==> config.mk <==
export PLATFORM = sky130hd
export DESIGN_NAME = fetch_sequencer
export DESIGN_NICKNAME = d
export VERILOG_FILES = /design/src/rtl/fetch_sequencer.sv
export SDC_FILE = /design/constraint.sdc
export NUM_CORES = 1
export LEC_CHECK = 0
export ABC_AREA = 1
export BUFFER_PORTS_ARGS = -buffer_cell sky130_fd_sc_hd__buf_2
export CAP_MARGIN = 20
export CELL_PAD_IN_SITES_DETAIL_PLACEMENT = 0
export CELL_PAD_IN_SITES_GLOBAL_PLACEMENT = 1
export CORE_UTILIZATION = 49
export DETAILED_ROUTE_END_ITERATION = 16
export PLACE_DENSITY = 0.89
export SKIP_LAST_GASP = 1
export SLEW_MARGIN = 20
export SYNTH_ARGS = -nofsm -noshare
export SYNTH_HDL_FRONTEND = slang
export SYNTH_SLANG_ARGS = --single-unit
export TNS_END_PERCENT = 30
==> constraint.sdc <==
create_clock -name clk -period 9 [get_ports clk]
set_clock_uncertainty 0.1 [all_clocks]
set_input_delay 0.45 -clock clk [delete_from_list [all_inputs] [get_ports clk]]
set_output_delay 0.45 -clock clk [all_outputs]
set_load 0.03 [all_outputs]
==> src/rtl/fetch_sequencer.sv <==
// IF-stage fetch sequencer: owns the fetch PC, requests the shared instruction
// memory port and buffers fetched words in a small prefetch FIFO for decode.
module fetch_sequencer #(
   parameter logic [31:0] RESET_PC = 32'h0000_0000,
   parameter int unsigned DEPTH    = 4,
   parameter int unsigned CNT_W    = 3
) (
   input  logic             clk,
   input  logic             rst_n,
   output logic [31:0]      imem_addr,
   input  logic [31:0]      imem_rdata,
   output logic             imem_req,
   input  logic             imem_gnt,
   output logic             if_valid,
   output logic [31:0]      if_instr,
   output logic [31:0]      if_pc,
   input  logic             dec_ready,
   input  logic             redirect_valid,
   input  logic [31:0]      redirect_pc,
   output logic [CNT_W-1:0] fifo_count
);

   localparam int unsigned PTR_W = (DEPTH > 1) ? $clog2(DEPTH) : 1;
   localparam logic [31:0] NOP   = 32'h0000_0013;

   logic [31:0]      fetch_pc_q, fetch_pc_d;
   logic [PTR_W-1:0] rd_ptr_q, rd_ptr_d;
   logic [PTR_W-1:0] wr_ptr_q, wr_ptr_d;
   logic [CNT_W-1:0] count_q, count_d;

   logic [31:0]      pc_mem_q    [DEPTH];
   logic [31:0]      instr_mem_q [DEPTH];

   logic             full;
   logic             pop;
   logic             push;
   logic [31:0]      redirect_target;

   // Decode handshake: the head transfers on a cycle where if_valid and
   // dec_ready are both high; if_instr/if_pc stay stable while dec_ready is low.
   assign full            = (count_q == CNT_W'(DEPTH));
   assign if_valid        = (count_q != '0);
   assign pop             = if_valid & dec_ready;
   assign imem_req        = rst_n & ~redirect_valid & (~full | pop);
   assign push            = imem_req & imem_gnt;
   assign redirect_target = redirect_pc & 32'hFFFF_FFFC;

   assign imem_addr  = fetch_pc_q;
   assign fifo_count = count_q;
   assign if_instr   = if_valid ? instr_mem_q[rd_ptr_q] : NOP;
   assign if_pc      = if_valid ? pc_mem_q[rd_ptr_q]    : 32'h0000_0000;

   always_comb begin
      fetch_pc_d = fetch_pc_q;
      rd_ptr_d   = rd_ptr_q;
      wr_ptr_d   = wr_ptr_q;
      count_d    = count_q;
      if (redirect_valid) begin
         // A pop in the same cycle is dropped; decode squashes what it sampled.
         fetch_pc_d = redirect_target;
         rd_ptr_d   = '0;
         wr_ptr_d   = '0;
         count_d    = '0;
      end else begin
         if (push) begin
            fetch_pc_d = fetch_pc_q + 32'd4;
            wr_ptr_d   = wr_ptr_q + PTR_W'(1);
         end
         if (pop) begin
            rd_ptr_d = rd_ptr_q + PTR_W'(1);
         end
         if (push && !pop) begin
            count_d = count_q + CNT_W'(1);
         end else if (pop && !push) begin
            count_d = count_q - CNT_W'(1);
         end
      end
   end

   always_ff @(posedge clk or negedge rst_n) begin
      if (!rst_n) begin
         fetch_pc_q <= RESET_PC;
         rd_ptr_q   <= '0;
         wr_ptr_q   <= '0;
         count_q    <= '0;
      end else begin
         fetch_pc_q <= fetch_pc_d;
         rd_ptr_q   <= rd_ptr_d;
         wr_ptr_q   <= wr_ptr_d;
         count_q    <= count_d;
      end
   end

   // Payload storage needs no reset: entries are only visible below count_q.
   always_ff @(posedge clk) begin
      if (push) begin
         pc_mem_q[wr_ptr_q]    <= fetch_pc_q;
         instr_mem_q[wr_ptr_q] <= imem_rdata;
      end
   end

   a_count_bound : assert property (@(posedge clk) disable iff (!rst_n)
      count_q <= CNT_W'(DEPTH));
   a_addr_aligned : assert property (@(posedge clk) disable iff (!rst_n)
      imem_addr[1:0] == 2'b00);
   a_no_overflow : assert property (@(posedge clk) disable iff (!rst_n)
      !(push && full && !pop));

endmodule

Word-level counts from Yosys, hierarchy flattened
Memory sizes are Yosys's and may differ from the RTL's. Index checks and enable logic that the tools add are counted. Widths: inputs -> output; s select.

Register bits: 39. Bits in writable memories: 256. Bits of input ports: 69. Output and inout bits: 101. Word-level logic and storage cells: 40. Memories: 2.

Memories: instr_mem_q (depth 4, width 32, rd ports 1, clocked after Yosys merged registers in 0, write ports 1, line 32) `logic [31:0] instr_mem_q [DEPTH];`; pc_mem_q (depth 4, width 32, rd ports 1, clocked after Yosys merged registers in 0, write ports 1, line 31) `logic [31:0] pc_mem_q [DEPTH];`.

$add $sub $neg: 5. Eq/ne operators: 1. Mux-type cells: 13. Bitwise gates (word level): 7. Reduce and logical (&&, ||, !) cells: 8.

Operator list (number): $mux 32 (4); $add 32x3->32 const B (1); $mux 3 (3); $mux 2 (4); $reduce_bool 3->1 (2); $add 2x1->2 const B (2); $and 1x1->1 (4); $reduce_bool 2->1 (2); $add 3x1->3 const B (1); $eq 3x3->1 const B (1); $sub 3x1->3 const B (1); $logic_and 1x1->1 (2); $logic_not 1->1 (2); $mux 1 (2); $not 1->1 (2); $or 1x1->1 (1).

Logic depth before layout (Yosys ltp)
Gate-level depths: netlist of run 1.

Depth after elaboration: 10. Mapped depth: 10. Mapped depth without buffers: 10.

Worst setup path after synthesis of run 1
OpenSTA, ideal clock, no wires.

Path type: input port to flip-flop. From: input redirect_valid. To: memory instr_mem_q[0][0], enable pin. Setup time: 0.482 ns. Arrival: 3.649 ns. Data required time: 8.418 ns. Setup slack: 4.769 ns. Cell stages on the path: 5. Path buffers: 2. Cell sequence: buf_2 > nor2_4 > nand3_4 > buf_2 > nor2_1.

Word-level cells in the longest chain between the ends: 6.

Ends and longest elaborated chain: start: declaration (line 18) `input logic redirect_valid,`; $not 1->1 (line 44) `assign imem_req = rst_n & ~redirect_valid & (~full | pop);`; $and 1x1->1 (2 in series) (line 44); $and 1x1->1 (line 45) `assign push = imem_req & imem_gnt;`; $mux 1 (line 96) `if (push) begin`; $mux 1 (not written as such) (line 98) `instr_mem_q[wr_ptr_q] <= imem_rdata;`; end: declaration (line 32).

No other way between the ends.

Worst setup path after layout of run 1
From: register rd_ptr_q[1]. To: output if_pc[21].

Word-level cells in the longest chain between the ends: 2.

Ends and longest elaborated chain: start: declaration (line 27) `logic [PTR_W-1:0] rd_ptr_q, rd_ptr_d;`; start signal: assignment (line 88) `rd_ptr_q <= rd_ptr_d;`; $mem_v2 4x32; $mux 32 (line 51) `assign if_pc = if_valid ? pc_mem_q[rd_ptr_q] : 32'h0000_0000;`; end: declaration (line 16) `output logic [31:0] if_pc,`.

No other way between the ends.

==> flow_summary.yaml, run 1 <==
clock_tree:
  insertion_delay_ps: 540
  clock_path_buffers: 3
  numCtsBuffers: 28
  htreeDepth: 1
  cts_root_buf: "clkbuf_16"
  cts_tree: "built"
  clk_pin_slew_ps: 70
  ctsResizeCount: 0
  clkSinkCount: 285
detailed_routing:
  dr.pass1.iters: 7
  routedWlPerCell_um: 17.2
  wirelength_um: 28200
  vias: 8582
  drc: 0
  ant_nets: 0
  avgViaCountPerCell: 5.24
  drt_iter0_markers: 613
floorplanning:
  core_sq_um: 24500
  die_width_um: 160
  io_pins: 170
  dieArea_sq_um: 25700
  num_rows: 57
  start_util_pct: 50.3
  die_y_um: 160
yosys:
  synth-edff-count: 248
  synth-warning-count: 0
  ys_seq_area_share_pct: 68.0
  netlist_area_sq_um: 12300
  syn_area_per_cell_sq_um: 10.8
  synth_flop_cell: "edfxtp_1"
  synthCells: 1144
  ys_types: 39
  synthArstFlopShare_pct: 13.0
  ys_ff_latch: 285
timing:
  hold_slack_ps: 30.3
  period_share_pct: 42.0
  fmax_ghz: 0.265
  setup_slack_ps: 5220
  rsz0062_at_grt: "false"
  post-route-min-period_ps: 3780
  setup_viol: 0
  tightestPinTransition_ps: 931
  maxSlewHeadroom_pct: 38.0
  slew_viol_final: 0
  fin_tns_setup_ps: 0
  hold_viol: 0
layout:
  post-route-util_pct: 58.4
  diodes: 0
  fill_cells: 2043
  design_area_sq_um: 14300
  syn2layout_area_growth_pct: 16.1
  fin_nets: 1368
  drive_gt1_share_pct: 20.2
critical_path:
  setup.worst_path.start: "rd_ptr_q[1]"
  max_stage_delay_ps: 630
  critical_path.endpoint_type: "output pin"
  cp_cell_sequence: "buf_4 > inv_2 > buf_4 > nor2_1 > o21ai_0 > a21oi_1 > buf_2"
  crit_required_ps: 8450
  slowest_stage: "buf_4"
  worstRegToRegCells: 6
  worstSetupPathType: "register to output pin"
  crit_path_start_kind: "register"
  worst_path_most_repeated_cell: "buf_4"
  crit_arrival_ps: 3230
  worstPathMaxFanout: 63
  r2r-start: "fifo_count[2]"
power:
  pwr-share-clk_pct: 28.8
  p_seq_share_pct: 39.7
  p_int_uw: 2470
  powerDensity_nw_per_um2: 276
  ir_drop_v: 0.000146
  power.switching_uw: 1480
  p_leak_uw: 0.00549
  comb_power_share_pct: 31.5
  swShare_pct: 37.4
placement:
  io_buffers: 163
  dp_slack_ps: 5180
  place_hpwl_um: 16900
  post_dp_cell_area_sq_um: 13300
  routabilityCongestion: 0.908
hold_path:
  hp-class: "primary input to register"
  hold_depth: 1
  worstHoldStart: "imem_rdata[0]"
grt:
  antenna_found_initial: 0
  grt_pass1_wl_um: 44600
  grt_pass1_vias: 8278
  overflow: 0
  grt.total_usage_pct: 22.1
  grt_max_degree: 103
run:
  drv_cap: 0
status:
  status: "finished, final reports clean"
what timing repair did:
item | 4_1_cts | 5_1_grt
hold buffers | 1 | 0
hold endpoints to repair | 37 | 0
buffers inserted | 0 | 0
metal layers:
layer / wire, um / global-route usage (%)
met1: 12300 / 30.3
met2: 14100 / 37.7
met3: 1500 / 2.71
met4: 374 / 5.02
met5: 0 / 0
path summary, 6_finish.rpt:
| path | slack, ps | end |
|---|---|---|
| max | 5220 | if_pc[21] |
| min | 30 | instr_mem_q[1][0] |
| max reg2reg | 6210 | instr_mem_q[3][9] |
| min reg2reg | 490 | fifo_count[2] |
| max in group asynchronous | 7630 | rd_ptr_q[0] |
| min in group asynchronous | 500 | fifo_count[2] |
kinds of logic (layout without fill, tap and decap cells):
family / after synthesis / in the layout / share of synthesized area [%]
AOI/OAI and AO/OA: 222 / 222 / 9.39
other: 1 / 4 / 0.0305
buffers and inverters: 124 / 292 / 4.41
xor gates and xnor gates: 10 / 10 / 0.712
DFF: 285 / 285 / 68.0
and+or+nand+nor: 496 / 496 / 16.7
adders and majority gates: 6 / 6 / 0.671
metrics by stage:
step | instances | power (uW)
final | 1639 | 3950
after global routing | 1639 | 4130
after CTS | 1638 | 3980
after detailed placement | 1585 | 2840
after global placement | 1585 | 2830
after floorplan | 1147 | 2460
worst max-delay path, delay by kind of cell, from the launching register on:
kind | cells | cell delay (ps)
flip-flops | 1 | 340
AND/OR/NAND/NOR | 1 | 140
AO/OA/AOI/OAI | 2 | 370
buffers and inverters | 4 | 1800
area by class of cell:
class | instances | area (sq um) | share of cell area [%]
clock buffers | 35 | 768 | 5.38
clock inverters | 17 | 140 | 0.981
inverters | 65 | 245 | 1.72
multi-input cells | 738 | 3430 | 24.0
flip-flops and latches | 285 | 8380 | 58.6
well taps | 324 | 405 | 2.84
repair buffers | 175 | 921 | 6.45
cell usage in the layout (no fill, tap or decap), types with 3 or more instances in the layout:
| master | instances |
|---|---|
| buf_4 | 10 |
| inv_1 | 50 |
| clkinv_1 | 4 |
| nand2_2 | 5 |
| o311ai_0 | 3 |
| a21oi_1 | 62 |
| nand4_1 | 4 |
| o21ai_0 | 134 |
| o21ai_1 | 10 |
| nor2_1 | 277 |
| o211ai_1 | 7 |
| ha_1 | 5 |
| nand3_1 | 27 |
| inv_2 | 13 |
| nor3_2 | 4 |
| clkbuf_1 | 4 |
| buf_2 | 163 |
| xor2_1 | 9 |
| edfxtp_1 | 248 |
| clkbuf_16 | 29 |
| nor2_4 | 8 |
| dfrtp_1 | 35 |
| nor2_2 | 8 |
| nand2_1 | 148 |
| conb_1 | 4 |
| nor3_1 | 9 |
| clkinv_2 | 10 |
cells in the mapped netlist (2+ instances only):
library cell | count | area [sq um]
o221ai_1 | 2 | 17.5
nand4_1 | 4 | 25.0
o21ai_0 | 134 | 671
buf_2 | 19 | 95.1
inv_2 | 13 | 48.8
a21oi_1 | 62 | 310
nand2_2 | 5 | 31.3
xor2_1 | 9 | 78.8
clkbuf_1 | 28 | 105
nand2_1 | 148 | 556
o311ai_0 | 3 | 26.3
o211ai_1 | 7 | 52.6
nor3_2 | 4 | 40.0
nor2_4 | 4 | 45.0
o21bai_1 | 2 | 15.0
ha_1 | 5 | 62.6
nand3_1 | 27 | 135
edfxtp_1 | 248 | 7450
inv_1 | 50 | 188
buf_6 | 3 | 33.8
nor2_1 | 281 | 1050
dfrtp_1 | 37 | 926
nand3_2 | 2 | 20.0
nor2_2 | 8 | 50.1
nor3_1 | 9 | 45.0
buf_4 | 8 | 60.1
o21ai_1 | 10 | 50.1
power groups by stage:
stage / clock, uW / combinational (uW) / sequential [uW]
2_1_floorplan: 0 / 856 / 1610
3_3_place_gp: 0 / 1230 / 1590
3_5_place_dp: 0 / 1250 / 1600
4_1_cts: 1160 / 1250 / 1570
5_1_grt: 1210 / 1350 / 1580
6_report: 1140 / 1240 / 1570
registers in the layout (all words and copies together) (netlist names):
signal       cells
pc_mem_q       120
wr_ptr_q         2
rd_ptr_q         2
instr_mem_q    128
imem_addr       30
fifo_count       3
Note: power is estimated with default switching activity, not from simulation.
==> inputs of run 2 (changes only) <==
Settings changed: ABC_AREA 1 to 0, CORE_UTILIZATION 49 to 48, PLACE_DENSITY 0.89 to 0.83.
Clock period 9 ns to 3.49 ns, I/O delays scaled along.
==> flow_summary.yaml, run 2 <==
timing:
  fmax_ghz: 0.343
  period_share_pct: 83.6
  slew_viol_final: 0
  fin_tns_setup_ps: 0
  hold_viol: 0
  post-route-min-period_ps: 2920
  maxSlewHeadroom_pct: 33.4
  setup_slack_ps: 573
  hold_slack_ps: 90.5
  setup_viol: 0
  tightestPinTransition_ps: 998
  rsz0062_at_grt: "false"
clock_tree:
  holdBufCountCts: 64
  clkSinkCount: 285
  cts_tree: "built"
  numCtsBuffers: 29
  clock_path_buffers: 3
  htreeDepth: 1
  clk_pin_slew_ps: 60
  insertion_delay_ps: 540
  cts_root_buf: "clkbuf_16"
  post_cts.repair.setup_buffers: 0
  ctsResizeCount: 0
grt:
  grt.total_usage_pct: 20.8
  grt_pass1_vias: 6898
  grt_pass1_wl_um: 38900
  antenna_found_initial: 0
  overflow: 0
  grt_max_degree: 63
placement:
  place_hpwl_um: 14800
  post_dp_cell_area_sq_um: 12900
  routabilityCongestion: 0.773
  dp_slack_ps: 861
  io_buffers: 163
detailed_routing:
  met2_length_um: 12300
  wl_met3_um: 1620
  dr.pass1.iters: 4
  ant_nets: 0
  drt_iter0_markers: 448
  vias: 6883
  wl_met1_um: 11100
  wirelength_um: 25500
  drc: 0
  routed.top_layer: "met4"
  avgViaCountPerCell: 5.53
  routedWlPerCell_um: 20.5
layout:
  largest_reg_flops: 128
  drive_gt1_share_pct: 32.1
  fin_nets: 981
  syn2layout_area_growth_pct: 23.6
  layout_common_cells: "edfxtp_1, buf_2, dlygate4sd3_1, and2_1, mux4_2"
  top_register: "instr_mem_q"
  mostFrequentLayoutCell: "edfxtp_1"
  design_area_sq_um: 14500
  diodes: 0
critical_path:
  crit_path_start_kind: "register"
  crit_required_ps: 3220
  worstPathMaxFanout: 24
  crit_arrival_ps: 2640
  worstSetupPathType: "register to output pin"
  critical_path.endpoint_type: "output pin"
floorplanning:
  core_sq_um: 23700
  die_width_um: 158
  io_pins: 170
  die_y_um: 158
  num_rows: 56
  start_util_pct: 49.4
  dieArea_sq_um: 25000
yosys:
  syn_area_per_cell_sq_um: 17.4
  synthArstFlopShare_pct: 13.0
  synth-warning-count: 0
  yosys.area.top_type: "edfxtp_1"
  ys_seq_area_share_pct: 71.6
  synthCells: 670
  synth_top_area_share_pct: 63.7
  yosys-top-cells-count: "edfxtp_1, and2_1, mux4_2, nand2_1, dfrtp_1"
  synth_area_leaders: "edfxtp_1, mux4_2, dfrtp_1"
  synth_flop_cell: "edfxtp_1"
  yosysMostFrequentCell: "edfxtp_1"
  ys_ff_latch: 285
  netlist_area_sq_um: 11700
  ys_types: 47
  synth-edff-count: 248
run:
  drv_cap: 0
power:
  powerDensity_nw_per_um2: 706
  p_leak_uw: 0.00520
  total_power_uw: 10200
  ir_drop_v: 0.000419
status:
  status: "finished, final reports clean"
hold_path:
  hp-class: "primary input to register"
run 2: cell count changes in the layout (fill, tap and decap cells not counted), sizes merged, moves of 6 or more:
cell	previous run	this run
nand3	30	21
inv	64	10
dlygate4sd3	1	64
and2	0	67
o21ai	144	20
nand4	5	11
nor2	293	22
nor3	14	6
a21oi	62	4
xor2	9	2
mux4	0	62
nand3b	0	7
nand2	154	47
run 2: routing by layer:
layer,up-vias,global-route usage [%]
met3,40,3.28
met5,-,0
met4,0,5.45
met1,3482,29.0
li1,3100,-
met2,261,34.3
run 2: worst paths after layout:
path                          startpoint       endpoint  slack, ps  cells past startpoint
setup / recovery             rd_ptr_q[0]      if_pc[18]        570                      4
hold / removal                  imem_gnt  fifo_count[2]         90                      5
setup reg to reg           fifo_count[0]  fifo_count[2]        870                      7
hold reg to reg              wr_ptr_q[0]    wr_ptr_q[0]        460                      1
max in group asynchronous          rst_n    rd_ptr_q[1]       2690                      3
min in group asynchronous          rst_n  imem_addr[31]        210                      3
run 2: cell families after synthesis:
| logic type | synth area share, % |
|---|---|
| simple gates | 9.98 |
| fa+ha+maj | 0.706 |
| compound gates | 3.40 |
| buf+inv | 1.74 |
| flops | 71.6 |
| xor+xnor | 0.300 |
| mux | 12.2 |
| other cells | 0.0321 |
run 2: layout make-up:
| type | instances | area, sq um |
|---|---|---|
| clock inverter | 18 | 194 |
| multi-input combinational | 342 | 3130 |
| timing repair buffer | 239 | 1570 |
| clock buffer | 33 | 741 |
| inverter | 9 | 33.8 |
| sequential | 285 | 8380 |
| fill | 1804 | 9230 |
| tap | 319 | 399 |
run 2: through the flow:
step / util (%) / std cells
2_1_floorplan: - / 673
3_3_place_gp: 54.4 / 1130
3_5_place_dp: 54.4 / 1130
4_1_cts: 61.0 / 1245
5_1_grt: 61.0 / 1245
6_report: 61.0 / 1245
run 2: worst max-delay path, cell delays in order, from the launching register on:
cell and delay, ps:
dfrtp_4 720, buf_4 440, mux4_2 540, and2_1 210
buf_2 190
run 2: power breakdown:
part	internal (uW)	switching, uW
combinational	1170	1890
sequential	3850	240
clock	1810	1240
==> inputs of run 3 (changes only) <==
Settings changed: CORE_UTILIZATION 48 to 44, PLACE_DENSITY 0.83 to 0.8.
Clock period 3.49 ns to 2.4 ns, I/O delays scaled along.
==> flow_summary.yaml, run 3 (same netlist as run 2, synthesis figures left out) <==
floorplanning:
  die_width_um: 165
  core_sq_um: 26100
  dieArea_sq_um: 27200
  die_y_um: 165
  start_util_pct: 44.9
  io_pins: 170
  num_rows: 59
status:
  status: "finished with violations"
  failed_checks: "negative setup slack"
critical_path:
  crit_path_start_kind: "register"
  crit_required_ps: 2180
  worstPathMaxFanout: 6
  worstSetupPathType: "register to output pin"
  critical_path.endpoint_type: "output pin"
  crit_arrival_ps: 2180
timing:
  hold_viol: 0
  fmax_ghz: 0.416
  rsz0062_at_grt: "true"
  post-route-min-period_ps: 2400
  hold_slack_ps: 48.9
  tightestPinTransition_ps: 528
  setup_viol: 2
  maxSlewHeadroom_pct: 64.8
  setup_slack_ps: -4.91
  period_share_pct: 100
  slew_viol_final: 0
detailed_routing:
  ant_nets: 0
  wirelength_um: 27300
  vias: 6986
  avgViaCountPerCell: 5.35
  dr.pass1.iters: 5
  drc: 0
  routedWlPerCell_um: 20.9
  drt_iter0_markers: 479
placement:
  io_buffers: 163
  dp_slack_ps: 223
  place_hpwl_um: 15800
  post_dp_cell_area_sq_um: 13200
  routabilityCongestion: 0.801
power:
  power.switching_uw: 5260
  total_power_uw: 16200
  powerDensity_nw_per_um2: 1060
  p_seq_share_pct: 35.9
  ir_drop_v: 0.000766
  swShare_pct: 32.4
  p_int_uw: 11000
  p_leak_uw: 0.00557
  pwr-share-clk_pct: 28.5
  comb_power_share_pct: 35.5
layout:
  diodes: 0
  design_area_sq_um: 15300
  mostFrequentLayoutCell: "edfxtp_1"
  largest_reg_flops: 128
  fin_nets: 1022
  drive_gt1_share_pct: 37.3
  top_register: "instr_mem_q"
  layout_common_cells: "edfxtp_1, buf_2, dlygate4sd3_1, mux4_2, nand2_1"
  syn2layout_area_growth_pct: 30.9
clock_tree:
  htreeDepth: 1
  clkSinkCount: 285
  numCtsBuffers: 31
  clk_pin_slew_ps: 60
  insertion_delay_ps: 550
  cts_root_buf: "clkbuf_16"
  clock_path_buffers: 3
  cts_tree: "built"
grt:
  grt_max_degree: 51
  grt.total_usage_pct: 19.8
  grt_pass1_wl_um: 40200
  grt_pass1_vias: 7096
  overflow: 0
  antenna_found_initial: 0
run:
  drv_cap: 0
hold_path:
  hp-class: "primary input to register"
## run 3: timing repair
| item | CTS | global route |
|---|---|---|
| buffers inserted | 7 | 2 |
| gates resized for setup | 6 | 93 |
| hold buffers | 64 | 0 |
| setup endpoints to repair | 54 | 62 |
| endpoints found under the hold margin | 198 | 0 |
| pin swaps | 0 | 0 |
| cloned | 1 | 5 |
## run 3: layout make-up
class | count | area [sq um]
Clock inverter | 18 | 179
Fill cell | 2005 | 10800
Multi-Input combinational cell | 342 | 3180
Clock buffer | 38 | 822
Tap cell | 335 | 419
Sequential cell | 285 | 8380
Timing Repair Buffer | 278 | 2280
Inverter | 9 | 33.8
## run 3: per-layer routing
metal	track usage [%]	part of all wire, %	vias up	routed length (um)
met4	5.34	1.6	0	447
met3	3.57	5.6	31	1540
met1	26.8	43	3532	11700
li1	-	-	3192	-
met5	0	0	-	0
met2	32.9	50	231	13600
## run 3: through the flow
step / TNS, ps / util (%) / instances
6_report: -5.54 / 58.7 / 1305
5_1_grt: -2460 / 58.7 / 1305
4_1_cts: -1560 / 57.4 / 1298
3_5_place_dp: 0 / 50.6 / 1170
3_3_place_gp: 0 / 50.6 / 1170
2_1_floorplan: -67490 / - / 673
## run 3: path summary, 6_finish.rpt
| path | from | to | slack (ps) | depth (start not counted) |
|---|---|---|---|---|
| max | rd_ptr_q[0] | if_instr[11] | -5 | 5 |
| min | imem_gnt | wr_ptr_q[1] | 50 | 5 |
| max reg2reg | fifo_count[0] | imem_addr[11] | 220 | 7 |
| min reg2reg | wr_ptr_q[0] | wr_ptr_q[0] | 480 | 1 |
| max in group asynchronous | rst_n | rd_ptr_q[1] | 1650 | 3 |
| min in group asynchronous | rst_n | imem_addr[12] | 140 | 3 |
## run 3: worst max-delay path: stages, from the launching register on
cell	delay, ps
dfrtp_4	480
buf_6	150
clkbuf_16	150
mux4_2	490
and2_1	190
buf_2	180
## run 3: power groups by stage
stage / combinational [uW] / clock, uW / sequential, uW
floorplan: 3160 / 0 / 5980
global placement: 4630 / 0 / 5950
detailed placement: 4660 / 0 / 5970
CTS: 5050 / 4700 / 5810
global route: 6140 / 4900 / 5850
finish: 5760 / 4620 / 5820
